$ cat src/rtl/bg_index_fetch_if.sv
// rtl/bg_index_fetch_if.sv - scan-in, ROM and pixel-out signal bundle for bg_index_fetch
interface bg_index_fetch_if #(
    parameter int ADDR_W = 17,
    parameter int IDX_W  = 7
);
    logic [9:0]        h_cnt;
    logic [9:0]        v_cnt;
    logic              valid;
    logic              hsync_in;
    logic              vsync_in;
    logic [3:0]        scroll_step;
    logic [ADDR_W-1:0] rom_addr;
    logic [IDX_W-1:0]  rom_data;
    logic [IDX_W-1:0]  pixel_idx;
    logic              pixel_valid;
    logic              hsync_out;
    logic              vsync_out;

    // Scan generator / ROM / decoder side
    modport master (
        output h_cnt, v_cnt, valid, hsync_in, vsync_in, scroll_step, rom_data,
        input  rom_addr, pixel_idx, pixel_valid, hsync_out, vsync_out
    );

    // bg_index_fetch side
    modport slave (
        input  h_cnt, v_cnt, valid, hsync_in, vsync_in, scroll_step, rom_data,
        output rom_addr, pixel_idx, pixel_valid, hsync_out, vsync_out
    );
endinterface

$ cat src/rtl/bg_index_fetch.sv
// rtl/bg_index_fetch.sv - 2x-upscaled background ROM address gen and index capture, optional BG_SCROLL_EN scrolling
module bg_index_fetch #(
    parameter int IMG_W     = 320,
    parameter int IMG_H     = 240,
    parameter int ADDR_W    = 17,
    parameter int IDX_W     = 7,
    parameter int BLANK_IDX = 6
) (
    input  logic             clk,
    input  logic             rst_n,
    bg_index_fetch_if.slave  bus
);
    logic              q;
    logic [8:0]        x_half;
    logic [8:0]        y_src;
    logic [9:0]        x_src;
    logic [ADDR_W-1:0] addr;

    logic q_d1, hs_d1, vs_d1;
    logic q_d2, hs_d2, vs_d2;

    // The scan counters run into blanking, so valid alone is not trusted
    assign q      = bus.valid && (bus.h_cnt < 10'd640) && (bus.v_cnt < 10'd480);
    assign x_half = bus.h_cnt[9:1];
    assign y_src  = bus.v_cnt[9:1];

    // Only the halved coordinates are used; the LSBs select the duplicated pixel
    logic unused_lsb;
    assign unused_lsb = bus.h_cnt[0] ^ bus.v_cnt[0];

`ifdef BG_SCROLL_EN
    logic [8:0] scroll;
    logic [9:0] scroll_sum;
    logic [9:0] x_sum;
    logic       last_px;

    assign last_px    = bus.valid && (bus.h_cnt == 10'd639) && (bus.v_cnt == 10'd479);
    assign scroll_sum = {1'b0, scroll} + {6'd0, bus.scroll_step};

    // Both operands are below IMG_W, so one subtract is enough to wrap
    assign x_sum = {1'b0, x_half} + {1'b0, scroll};
    assign x_src = (x_sum >= 10'(IMG_W)) ? x_sum - 10'(IMG_W) : x_sum;

    // Advance the scroll offset once per frame, after the last active pixel has used the old value
    always_ff @(posedge clk or negedge rst_n) begin
        if (!rst_n) begin
            scroll <= '0;
        end else if (last_px) begin
            scroll <= (scroll_sum >= 10'(IMG_W)) ? 9'(scroll_sum - 10'(IMG_W)) : scroll_sum[8:0];
        end
    end
`else
    assign x_src = {1'b0, x_half};

    logic unused_step;
    assign unused_step = ^bus.scroll_step;
`endif

    // y*320 as (y<<8)+(y<<6); this shift pair is tied to IMG_W = 320
    assign addr = ADDR_W'({y_src, 8'd0}) + ADDR_W'({y_src, 6'd0}) + ADDR_W'(x_src);

    // Three-stage pipe: address launch, ROM access, index capture, with q and syncs riding alongside
    always_ff @(posedge clk or negedge rst_n) begin
        if (!rst_n) begin
            bus.rom_addr    <= '0;
            q_d1            <= 1'b0;
            hs_d1           <= 1'b1;
            vs_d1           <= 1'b1;
            q_d2            <= 1'b0;
            hs_d2           <= 1'b1;
            vs_d2           <= 1'b1;
            bus.pixel_idx   <= IDX_W'(BLANK_IDX);
            bus.pixel_valid <= 1'b0;
            bus.hsync_out   <= 1'b1;
            bus.vsync_out   <= 1'b1;
        end else begin
            bus.rom_addr    <= q ? addr : '0;
            q_d1            <= q;
            hs_d1           <= bus.hsync_in;
            vs_d1           <= bus.vsync_in;
            q_d2            <= q_d1;
            hs_d2           <= hs_d1;
            vs_d2           <= vs_d1;
            bus.pixel_idx   <= q_d2 ? bus.rom_data : IDX_W'(BLANK_IDX);
            bus.pixel_valid <= q_d2;
            bus.hsync_out   <= hs_d2;
            bus.vsync_out   <= vs_d2;
        end
    end
endmodule

$ cat src/flat_wrapper.sv
// flat-port wrapper written by rule: the top's interface ports become plain ports
module bg_index_fetch_flat 
#(
    parameter int IMG_W     = 320,
    parameter int IMG_H     = 240,
    parameter int ADDR_W    = 17,
    parameter int IDX_W     = 7,
    parameter int BLANK_IDX = 6
)
  (clk, rst_n, bus_h_cnt, bus_v_cnt, bus_valid, bus_hsync_in, bus_vsync_in, bus_scroll_step, bus_rom_data, bus_rom_addr, bus_pixel_idx, bus_pixel_valid, bus_hsync_out, bus_vsync_out);
  bg_index_fetch_if #(.ADDR_W(ADDR_W), .IDX_W(IDX_W)) bus_i ();
  input  logic clk;
  input  logic rst_n;
  input wire logic [$bits(bus_i.h_cnt)-1:0] bus_h_cnt;
  input wire logic [$bits(bus_i.v_cnt)-1:0] bus_v_cnt;
  input wire logic [$bits(bus_i.valid)-1:0] bus_valid;
  input wire logic [$bits(bus_i.hsync_in)-1:0] bus_hsync_in;
  input wire logic [$bits(bus_i.vsync_in)-1:0] bus_vsync_in;
  input wire logic [$bits(bus_i.scroll_step)-1:0] bus_scroll_step;
  input wire logic [$bits(bus_i.rom_data)-1:0] bus_rom_data;
  output wire logic [$bits(bus_i.rom_addr)-1:0] bus_rom_addr;
  output wire logic [$bits(bus_i.pixel_idx)-1:0] bus_pixel_idx;
  output wire logic [$bits(bus_i.pixel_valid)-1:0] bus_pixel_valid;
  output wire logic [$bits(bus_i.hsync_out)-1:0] bus_hsync_out;
  output wire logic [$bits(bus_i.vsync_out)-1:0] bus_vsync_out;
  assign bus_i.h_cnt = bus_h_cnt;
  assign bus_i.v_cnt = bus_v_cnt;
  assign bus_i.valid = bus_valid;
  assign bus_i.hsync_in = bus_hsync_in;
  assign bus_i.vsync_in = bus_vsync_in;
  assign bus_i.scroll_step = bus_scroll_step;
  assign bus_i.rom_data = bus_rom_data;
  assign bus_rom_addr = bus_i.rom_addr;
  assign bus_pixel_idx = bus_i.pixel_idx;
  assign bus_pixel_valid = bus_i.pixel_valid;
  assign bus_hsync_out = bus_i.hsync_out;
  assign bus_vsync_out = bus_i.vsync_out;
  bg_index_fetch #(.IMG_W(IMG_W), .IMG_H(IMG_H), .ADDR_W(ADDR_W), .IDX_W(IDX_W), .BLANK_IDX(BLANK_IDX)) u_core (.clk(clk), .rst_n(rst_n), .bus(bus_i));
endmodule
$ cat config.mk
export PLATFORM = sky130hd
export DESIGN_NAME = bg_index_fetch_flat
export DESIGN_NICKNAME = d
export VERILOG_FILES = /design/src/rtl/bg_index_fetch_if.sv /design/src/rtl/bg_index_fetch.sv /design/src/flat_wrapper.sv
export SDC_FILE = /design/constraint.sdc
export NUM_CORES = 1
export LEC_CHECK = 0
export CAP_MARGIN = 20
export CORE_UTILIZATION = 40
export DETAILED_ROUTE_END_ITERATION = 16
export GPL_TIMING_DRIVEN = 0
export PLACE_DENSITY = 0.84
export SLEW_MARGIN = 15
export SYNTH_ARGS = -nofsm -noshare
export SYNTH_HDL_FRONTEND = slang
export SYNTH_SLANG_ARGS = --single-unit
$ cat constraint.sdc
create_clock -name clk -period 0.95 [get_ports clk]
set_input_delay 0.19 -clock clk [delete_from_list [all_inputs] [get_ports clk]]
set_output_delay 0.19 -clock clk [all_outputs]
set_load 0.05 [all_outputs]
==> run_results.csv, run 1 <==
group,metric,value,unit
route,dr.pass1.iters,4,
worst_hold_path,hp-class,"primary input to asynchronous set/reset pin",
synthesis,synth_top_cells_by_count,"dfrtp_1, ha_1, and2_1",
timing,tightestPinTransition,669.8,ps
synthesis,syn_inst,123,
clocking,path_clk_slew,70,ps
pwr,finalPower,3.657,mW
die,start_util,0.4149,
timing,final_max_slew_viol_count,0,
placed_design,io_buffers,56,
setup_path,slowest_delay,410,ps
timing,slew_headroom,0.5535,
synthesis,synth_area,1519,sq um
setup_path,crit_arrival,1990,ps
clocking,cts-root-buf,"clkbuf_8",
final_layout,antenna_cells,0,
final_layout,layout-drive-gt1-share,0.4742,
global_route,grt.overflow.total,0,
pwr,leakagePower,1.170,nW
die,die-area,4048,sq um
setup_path,end_kind,"flip-flop",
route,drt_iter0_markers,46,
setup_path,regToRegStartpoint,"u_core.q_d2$_DFF_PN0_",
synthesis,syn_nets,178,
die,die_h,63.62,microns
route,ant_nets,0,
clocking,cts_tree,"done",
route,drc,0,
synthesis,synth_area_leaders,"dfrtp_1, ha_1, dfstp_2",
setup_path,critPathBufInv,1,
setup_path,cp_common_cell,"ha_4",
die,fp-row-count,22,
run_status,violations,"hold timing, setup timing",
final_layout,final_cells,242,
global_route,grt_usage,0.1950,
pwr,power_per_cell_area,1414,nW/um^2
route,vias_per_cell,4.831,
die,core_region_area,3661,sq um
global_route,grt_max_degree,34,
setup_path,cp-start-kind,"primary input",
timing,setup_tns,-7955,ps
setup_path,ff2ff_path_depth,1,
route,num_vias,1169,
global_route,grt_pass1_wl,5851,microns
setup_path,cp_max_fo,3,
route,routedWlPerCell,14.30,microns
placed_design,gp_congestion,0.7774,
timing,min_period_over_period,1.875,
synthesis,yosysWarnings,0,
synthesis,post-synth-top-count-cell,"dfrtp_1",
final_layout,syn_to_final_growth,70.26,%
timing,clock_skew,8.241,ps
timing,holdWs,-55.02,ps
setup_path,path_class,"primary input to flip-flop",
run_status,run_status,"finished, violations left",
placed_design,dp_hpwl,2368,microns
setup_path,required,1150,ps
setup_path,crit_chain,"clkdlybuf4s15_1, ha_4, ha_4, fa_2, a211oi_4, nor3_2, a211oi_2, mux2i_1",
clocking,cts_buffers,5,
timing,worst_slack,-831.2,ps
global_route,gr-usage-met2,0.3803,
timing,grt_setup_unrepaired,"true",
timing,hold_violations,25,
timing,fmax,561.4,MHz
flow_run,cap_viol_max_count,0,
pwr,irDropWorstVdd,0.5667,mV
clocking,insertion_delay,280,ps
synthesis,avgSynthCellArea,12.35,sq um
synthesis,synth_cell_types,28,
setup_path,cp_slowest_cell,"fa_2",
timing,fin_crit,1781,ps
global_route,use_met1,0.1984,
setup_path,reg2reg_slack,230,ps
setup_path,r2r_end,"u_core.bus.pixel_idx[6]$_DFF_PN0_",
clocking,cts_buffer_depth,2,
synthesis,async_flop_share,1.000,
clocking,htree_levels,2,
die,pin_count,63,
clocking,clock_sinks,33,
synthesis,synth-edff-count,0,
global_route,grt_antenna_before_repair,0,
synthesis,synth_top_area_frac,0.4119,
global_route,busiest_layer,"met2",
timing,setup_viol,42,
synthesis,yosys_register_bits,33,
synthesis,ys.flop_type,"dfrtp_1",
placed_design,dp_cells,227,
route,drt_wl_total,3460,microns
synthesis,yosys.area.top_type,"dfrtp_1",
placed_design,preCtsSetupSlack,-1693,ps
final_layout,layout.nets,248,
setup_path,critPathTopFamily,"adder cells",
synthesis,seq_area_frac_synth,0.5502,
die,fp.dieW,63.62,microns
global_route,grt_pass1_vias,1240,
global_route,grt.met3_usage,0.05616,
final cells by class:
| type | count | area, sq um |
|---|---|---|
| Sequential cell | 33 | 835.8 |
| Timing Repair Buffer | 63 | 653.1 |
| Buffer | 1 | 11.26 |
| Inverter | 8 | 40.04 |
| Tap cell | 48 | 60.06 |
| Clock inverter | 1 | 5.005 |
| Multi-Input combinational cell | 81 | 904.6 |
| Fill cell | 255 | 1075 |
| Clock buffer | 7 | 76.32 |
placed cells by master (no fill, tap or decap), types with 2 or more instances in the layout:
cell type,instances
inv_2,3
nor2_1,4
xnor2_2,3
ha_4,11
a21oi_4,2
nand2b_1,6
o21ai_2,2
nor3_2,2
nand3_1,4
a211oi_2,2
clkbuf_8,5
buf_8,5
ha_1,5
buf_4,6
a21oi_2,2
clkdlybuf4s15_1,3
buf_6,26
clkbuf_1,2
nand2_1,4
dfstp_2,8
and2_1,13
dfrtp_1,25
dlygate4sd2_1,7
buf_2,2
mux2i_1,3
clkdlybuf4s50_1,15
inv_1,3
repair_timing:
item                                    CTS  global route
endpoints found under the hold margin    25            19
setup buffers                             6             0
resized for setup                       256             8
cloned                                    1             0
pin swaps                                16             7
endpoints found under the setup margin   45            44
stage by stage:
| step | hold WS (ps) | instance area, sq um | util |
|---|---|---|---|
| after detailed placement | 264.9 | 2155 | 0.5885 |
| after floorplan | -105.6 | 1539 | - |
| after global placement | 333.4 | 2160 | 0.5899 |
| after global routing | -10.47 | 2586 | 0.7064 |
| after CTS | -36.22 | 2540 | 0.6938 |
| final | -55.02 | 2586 | 0.7064 |
per-layer routing:
metal  part of all wire  wire length [microns]
met4             0.0038                     13
met5                  0                      0
met3              0.051                    177
met2               0.58                   2007
met1               0.36                   1261
power by group:
group / internal [mW] / total [mW] / leakage [nW] / switching [mW]
registers: 1.48 / 1.51 / 0.425 / 0.0316
logic: 0.576 / 1.19 / 0.703 / 0.612
clock network: 0.513 / 0.955 / 0.0422 / 0.443
total: 2.57 / 3.66 / 1.17 / 1.09
kinds of logic (layout without fill, tap and decap cells):
family | after synthesis | after routing | share of synthesized area
mux | 3 | 3 | 0.01977
simple gates | 40 | 40 | 0.1433
fa+ha+maj | 19 | 19 | 0.1664
flops | 33 | 33 | 0.5502
buf+inv | 9 | 80 | 0.02306
xor+xnor | 3 | 3 | 0.01730
compound gates | 16 | 16 | 0.07990
worst max-delay path by stage:
stage / startpoint / depth (start not counted) / endpoint / slack [ps]
detailed placement: bus_h_cnt[9] / 9 / u_core.bus.rom_addr[13]$_DFF_PN0_ / -1690
finish: bus_h_cnt[8] / 8 / u_core.bus.rom_addr[15]$_DFF_PN0_ / -830
CTS: bus_h_cnt[9] / 9 / u_core.bus.rom_addr[13]$_DFF_PN0_ / -890
global placement: bus_h_cnt[9] / 9 / u_core.bus.rom_addr[13]$_DFF_PN0_ / -1660
global route: bus_h_cnt[9] / 9 / u_core.bus.rom_addr[15]$_DFF_PN0_ / -930
floorplan: bus_h_cnt[9] / 8 / u_core.bus.rom_addr[15]$_DFF_PN0_ / -930
registers in the layout (all words and copies together) (netlist names):
register                cells
u_core.vs_d1                1
u_core.bus.hsync_out        1
u_core.vs_d2                1
u_core.bus.pixel_valid      1
u_core.q_d2                 1
u_core.q_d1                 1
u_core.bus.pixel_idx        7
u_core.hs_d1                1
u_core.bus.rom_addr        17
u_core.bus.vsync_out        1
u_core.hs_d2                1
(Power assumes the default switching activity.)
==> inputs of run 2 (changes only) <==
--- a/config.mk
+++ b/config.mk
@@ -9,8 +9,8 @@
 export CORE_UTILIZATION = 40
 export DETAILED_ROUTE_END_ITERATION = 16
 export GPL_TIMING_DRIVEN = 0
+export HOLD_SLACK_MARGIN = 0.06
 export PLACE_DENSITY = 0.84
-export SLEW_MARGIN = 15
 export SYNTH_ARGS = -nofsm -noshare
 export SYNTH_HDL_FRONTEND = slang
 export SYNTH_SLANG_ARGS = --single-unit
==> constraint.sdc (replaced) <==
create_clock -name clk -period 2.1 [get_ports clk]
set_input_delay 0.42 -clock clk [delete_from_list [all_inputs] [get_ports clk]]
set_output_delay 0.42 -clock clk [all_outputs]
set_load 0.05 [all_outputs]
==> run 2 against run 1 <==
- the flow now finishes without violations
- via count fell by 1.9%
- cell count fell by 2.1%
- power fell by 57%
- critical path depth fell by 1
- first-iteration DRC count rose by 22%
- die area did not move
- core utilization fell by 7.0 points
- sequential share of layout area rose by 3.5 points
- largest cell class is now registers
- largest power group unchanged
==> run_results.csv, run 2 (synthesis results as in run 1) <==
group,metric,value,unit
run_status,run_status,"complete, no violations",
die,die_h,63.62,microns
die,die-area,4048,sq um
timing,grt_setup_unrepaired,"true",
worst_hold_path,hp-class,"flip-flop to flip-flop",
clocking,cts_buffer_depth,2,
clocking,insertion_delay,270,ps
global_route,grt_antenna_before_repair,0,
clocking,cts_buffers,5,
setup_path,cp_max_fo,5,
clocking,clock_sinks,33,
worst_hold_path,hold_path_depth,0,
clocking,cts-root-buf,"clkbuf_8",
setup_path,path_class,"primary input to flip-flop",
global_route,grt.overflow.total,0,
timing,setup_viol,0,
final_layout,layout-drive-gt1-share,0.2169,
setup_path,ff2ff_path_depth,1,
pwr,power_per_cell_area,676.0,nW/um^2
timing,setup_tns,0,ps
pwr,leakagePower,1.031,nW
timing,clock_skew,3.132,ps
clocking,path_clk_slew,60,ps
die,fp-row-count,22,
route,routedWlPerCell,12.48,microns
route,dr.pass1.iters,4,
die,start_util,0.4149,
timing,final_max_slew_viol_count,0,
route,ant_nets,0,
route,vias_per_cell,4.840,
die,pin_count,63,
clocking,ctsHoldBuffers,0,
global_route,grt_pass1_vias,1237,
final_layout,register_area,835.8,sq um
global_route,grt_max_degree,23,
setup_path,end_kind,"flip-flop",
final_layout,syn_to_final_growth,53.46,%
clocking,htree_levels,2,
setup_path,crit_arrival,2220,ps
timing,tightestPinTransition,540.2,ps
pwr,irDropWorstVdd,0.2589,mV
flow_run,cap_viol_max_count,0,
timing,min_period_over_period,0.9830,
global_route,grt_usage,0.1662,
final_layout,layout.nets,243,
final_layout,layout_commonest_cell,"clkdlybuf4s50_1",
timing,fmax,484.4,MHz
timing,slew_headroom,0.6387,
final_layout,fillerInstances,279,
global_route,grt_pass1_wl,5112,microns
placed_design,gp_congestion,0.7781,
setup_path,required,2260,ps
final_layout,reg_top3,"u_core.bus.rom_addr x17, u_core.bus.pixel_idx x7",
final_layout,largest_reg_flops,17,
die,fp.dieW,63.62,microns
timing,hold_violations,0,
placed_design,dp_hpwl,2295,microns
route,num_vias,1147,
route,drt_wl_total,2957,microns
final_layout,layout_common_cells,"clkdlybuf4s50_1, dfrtp_1, and2_1, ha_1, dfstp_2",
timing,holdWs,357.9,ps
placed_design,io_buffers,56,
route,drt_iter0_markers,56,
setup_path,cp-start-kind,"primary input",
final_layout,top_register,"u_core.bus.rom_addr",
timing,fin_crit,2064,ps
route,drc,0,
clocking,cts_tree,"done",
die,core_region_area,3661,sq um
final_layout,antenna_cells,0,
final_layout,multi_input_area,728.2,sq um
run 2: worst max-delay path: stages:
cell,delay [ps]
clkdlybuf4s50_1,520
ha_1,260
ha_2,400
nand3_1,140
o211ai_1,210
a31oi_1,130
mux2i_1,130
run 2: path summary, 6_finish.rpt:
| kind | slack [ps] | start | to |
|---|---|---|---|
| max in group asynchronous | 1000 | rst_n | u_core.bus.pixel_idx[2]$_DFF_PN1_ |
| setup / recovery | 40 | bus_v_cnt[5] | u_core.bus.rom_addr[14]$_DFF_PN0_ |
| hold / removal | 360 | u_core.vs_d2$_DFF_PN1_ | u_core.bus.vsync_out$_DFF_PN1_ |
| setup reg to reg | 1390 | u_core.q_d2$_DFF_PN0_ | u_core.bus.pixel_idx[0]$_DFF_PN0_ |
| min in group asynchronous | 500 | rst_n | u_core.bus.rom_addr[13]$_DFF_PN0_ |
| hold reg to reg | 360 | u_core.vs_d2$_DFF_PN1_ | u_core.bus.vsync_out$_DFF_PN1_ |
run 2: layout make-up:
type                    count  share of cell area
clock buffers               8             0.03865
inverters                   8             0.01610
well taps                  48             0.02576
plain buffers               1            0.002147
repair buffers             58              0.2464
flip-flops and latches     33              0.3586
multi-input cells          81              0.3124
run 2: what timing repair did:
item / 4_1_cts / 5_1_grt
buffers inserted: 1 / 0
pin swaps: 8 / 1
resized for setup: 29 / 5
endpoints found under the setup margin: 7 / 4
run 2: stage by stage:
step / utilization / setup slack, ps / cell area, sq um / cells / power (mW)
global route: 0.6367 / -86.01 / 2331 / 237 / 1.664
detailed placement: 0.5913 / -804.5 / 2165 / 228 / 1.084
finish: 0.6367 / 35.71 / 2331 / 237 / 1.576
floorplan: - / -8.657 / 1529 / 123 / 0.9292
global placement: 0.5872 / -745.3 / 2150 / 227 / 1.068
CTS: 0.6302 / 11.47 / 2307 / 237 / 1.576
run 2: layer usage:
layer,share of wire,track usage
met1,0.37,0.1630
met3,0.070,0.04891
met2,0.55,0.3178
met4,0.016,0.06818
met5,0,0
run 2: power by group:
group          internal [mW]  total (mW)  switching [mW]
registers              0.670       0.679         0.00877
logic                  0.198       0.437           0.239
clock network          0.266       0.459           0.193
==> inputs of run 3 (changes only) <==
--- a/config.mk
+++ b/config.mk
@@ -10,7 +10,7 @@
 export DETAILED_ROUTE_END_ITERATION = 16
 export GPL_TIMING_DRIVEN = 0
 export HOLD_SLACK_MARGIN = 0.06
-export PLACE_DENSITY = 0.84
+export PLACE_DENSITY = 0.82
 export SYNTH_ARGS = -nofsm -noshare
 export SYNTH_HDL_FRONTEND = slang
 export SYNTH_SLANG_ARGS = --single-unit
==> run 3 against run 2 <==
- first-iteration DRC count is 11% lower
- non-clock buffer count unchanged
- routed wire length hardly changed
==> run_results.csv, run 3 (synthesis results as in run 1) <==
group,metric,value,unit
route,ant_nets,0,
timing,worst_slack,25.23,ps
final_layout,reg_top3,"u_core.bus.rom_addr x17, u_core.bus.pixel_idx x7",
global_route,grt_usage,0.1645,
setup_path,crit_arrival,2270,ps
die,pin_count,63,
route,num_vias,1127,
final_layout,layout_common_cells,"clkdlybuf4s50_1, dfrtp_1, and2_1, ha_1, dfstp_2",
worst_hold_path,hp-class,"flip-flop to flip-flop",
route,met3_wirelength,172,microns
setup_path,end_kind,"flip-flop",
global_route,grt_pass1_wl,5009,microns
setup_path,cp_common_cell,"ha_4",
timing,holdWs,350.0,ps
global_route,grt_max_degree,23,
timing,fmax,482.0,MHz
final_layout,finish.instance_area,2333,sq um
run_status,run_status,"complete, no violations",
die,die-area,4048,sq um
clocking,htree_levels,2,
timing,tightestPinTransition,588.2,ps
final_layout,layout-drive-gt1-share,0.2222,
clocking,clock_sinks,33,
timing,min_period_over_period,0.9880,
timing,clock_skew,2.926,ps
setup_path,required,2300,ps
route,routed-wl-met2,1638,microns
clocking,ctsHoldBuffers,0,
timing,final_max_slew_viol_count,0,
placed_design,gp_congestion,0.7971,
placed_design,preCtsSetupSlack,-807.4,ps
route,dr.pass1.iters,4,
final_layout,layout_commonest_cell,"clkdlybuf4s50_1",
timing,grt_setup_unrepaired,"true",
pwr,leakagePower,1.033,nW
global_route,grt_antenna_before_repair,0,
setup_path,cp-start-kind,"primary input",
setup_path,cp_slowest_cell,"fa_2",
placed_design,io_buffers,56,
global_route,grt_pass1_vias,1206,
clocking,cts-root-buf,"clkbuf_8",
clocking,insertion_delay,270,ps
pwr,finalPower,1.573,mW
die,start_util,0.4149,
setup_path,crit_chain,"dlygate4sd2_1, ha_4, ha_4, fa_2, a211oi_4, nor3_1, a211oi_2, mux2i_1",
placed_design,dp_hpwl,2306,microns
setup_path,critPathBufInv,1,
die,fp.dieW,63.62,microns
die,core_region_area,3661,sq um
route,drc,0,
setup_path,critPathTopFamily,"adder cells",
clocking,path_clk_slew,60,ps
final_layout,utilization,0.6374,
final_layout,syn_to_final_growth,53.62,%
timing,slew_headroom,0.6067,
final_layout,top_register,"u_core.bus.rom_addr",
final_layout,largest_reg_flops,17,
timing,setup_viol,0,
placed_design,dpl_cell_area,2177,sq um
die,die_h,63.62,microns
timing,hold_violations,0,
route,vias_per_cell,4.755,
final_layout,layout.nets,243,
final_layout,antenna_cells,0,
setup_path,slowest_delay,420,ps
clocking,cts_buffers,5,
pwr,irDropWorstVdd,0.2599,mV
die,fp-row-count,22,
timing,fin_crit,2075,ps
route,top_layer,"met4",
setup_path,path_class,"primary input to flip-flop",
route,routedWlPerCell,12.47,microns
flow_run,cap_viol_max_count,0,
pwr,power_per_cell_area,673.9,nW/um^2
route,wl_met1,1106,microns
route,drt_wl_total,2955,microns
route,drt_iter0_markers,50,
global_route,grt.overflow.total,0,
clocking,cts_buffer_depth,2,
clocking,cts_tree,"done",
setup_path,cp_max_fo,3,
-- run 3: final cells by class --
cell class | count | area (sq um)
Clock buffer | 8 | 90.09
Multi-Input combinational cell | 81 | 716.9
Fill cell | 291 | 1328
Tap cell | 48 | 60.06
Inverter | 8 | 37.54
Sequential cell | 33 | 835.8
Timing Repair Buffer | 58 | 588.1
Buffer | 1 | 5.005
-- run 3: per-layer routing --
layer | vias to the layer above | global-route usage
met3 | 5 | 0.05435
met4 | 0 | 0.06534
met1 | 532 | 0.1485
met2 | 44 | 0.3258
met5 | - | 0
li1 | 546 | -
-- run 3: worst paths after layout --
path / start / to / slack (ps) / cells past startpoint
max: bus_v_cnt[2] / u_core.bus.rom_addr[15]$_DFF_PN0_ / 30 / 8
min: u_core.q_d1$_DFF_PN0_ / u_core.q_d2$_DFF_PN0_ / 350 / 0
max reg2reg: u_core.q_d2$_DFF_PN0_ / u_core.bus.pixel_idx[0]$_DFF_PN0_ / 1390 / 1
min reg2reg: u_core.q_d1$_DFF_PN0_ / u_core.q_d2$_DFF_PN0_ / 350 / 0
max in group asynchronous: rst_n / u_core.bus.pixel_idx[1]$_DFF_PN1_ / 1000 / 2
min in group asynchronous: rst_n / u_core.bus.rom_addr[14]$_DFF_PN0_ / 520 / 1
-- run 3: repair_timing --
item | in CTS | in global routing
resized for setup | 30 | 6
cloned | 0 | 0
endpoints found under the setup margin | 7 | 4
hold endpoints to repair | 0 | 0
setup buffers | 1 | 0
pin swaps | 8 | 1
-- run 3: metrics by stage --
stage	setup TNS (ps)	instances
2_1_floorplan	-15.29	123
3_3_place_gp	-4552	227
3_5_place_dp	-4922	228
4_1_cts	-0.2363	237
5_1_grt	-65.56	237
6_report	0	237
-- run 3: power breakdown --
part	switching (mW)	internal, mW	total, mW
registers	0.00855	0.670	0.679
logic	0.238	0.195	0.433
clock network	0.194	0.267	0.461
total	0.441	1.13	1.57
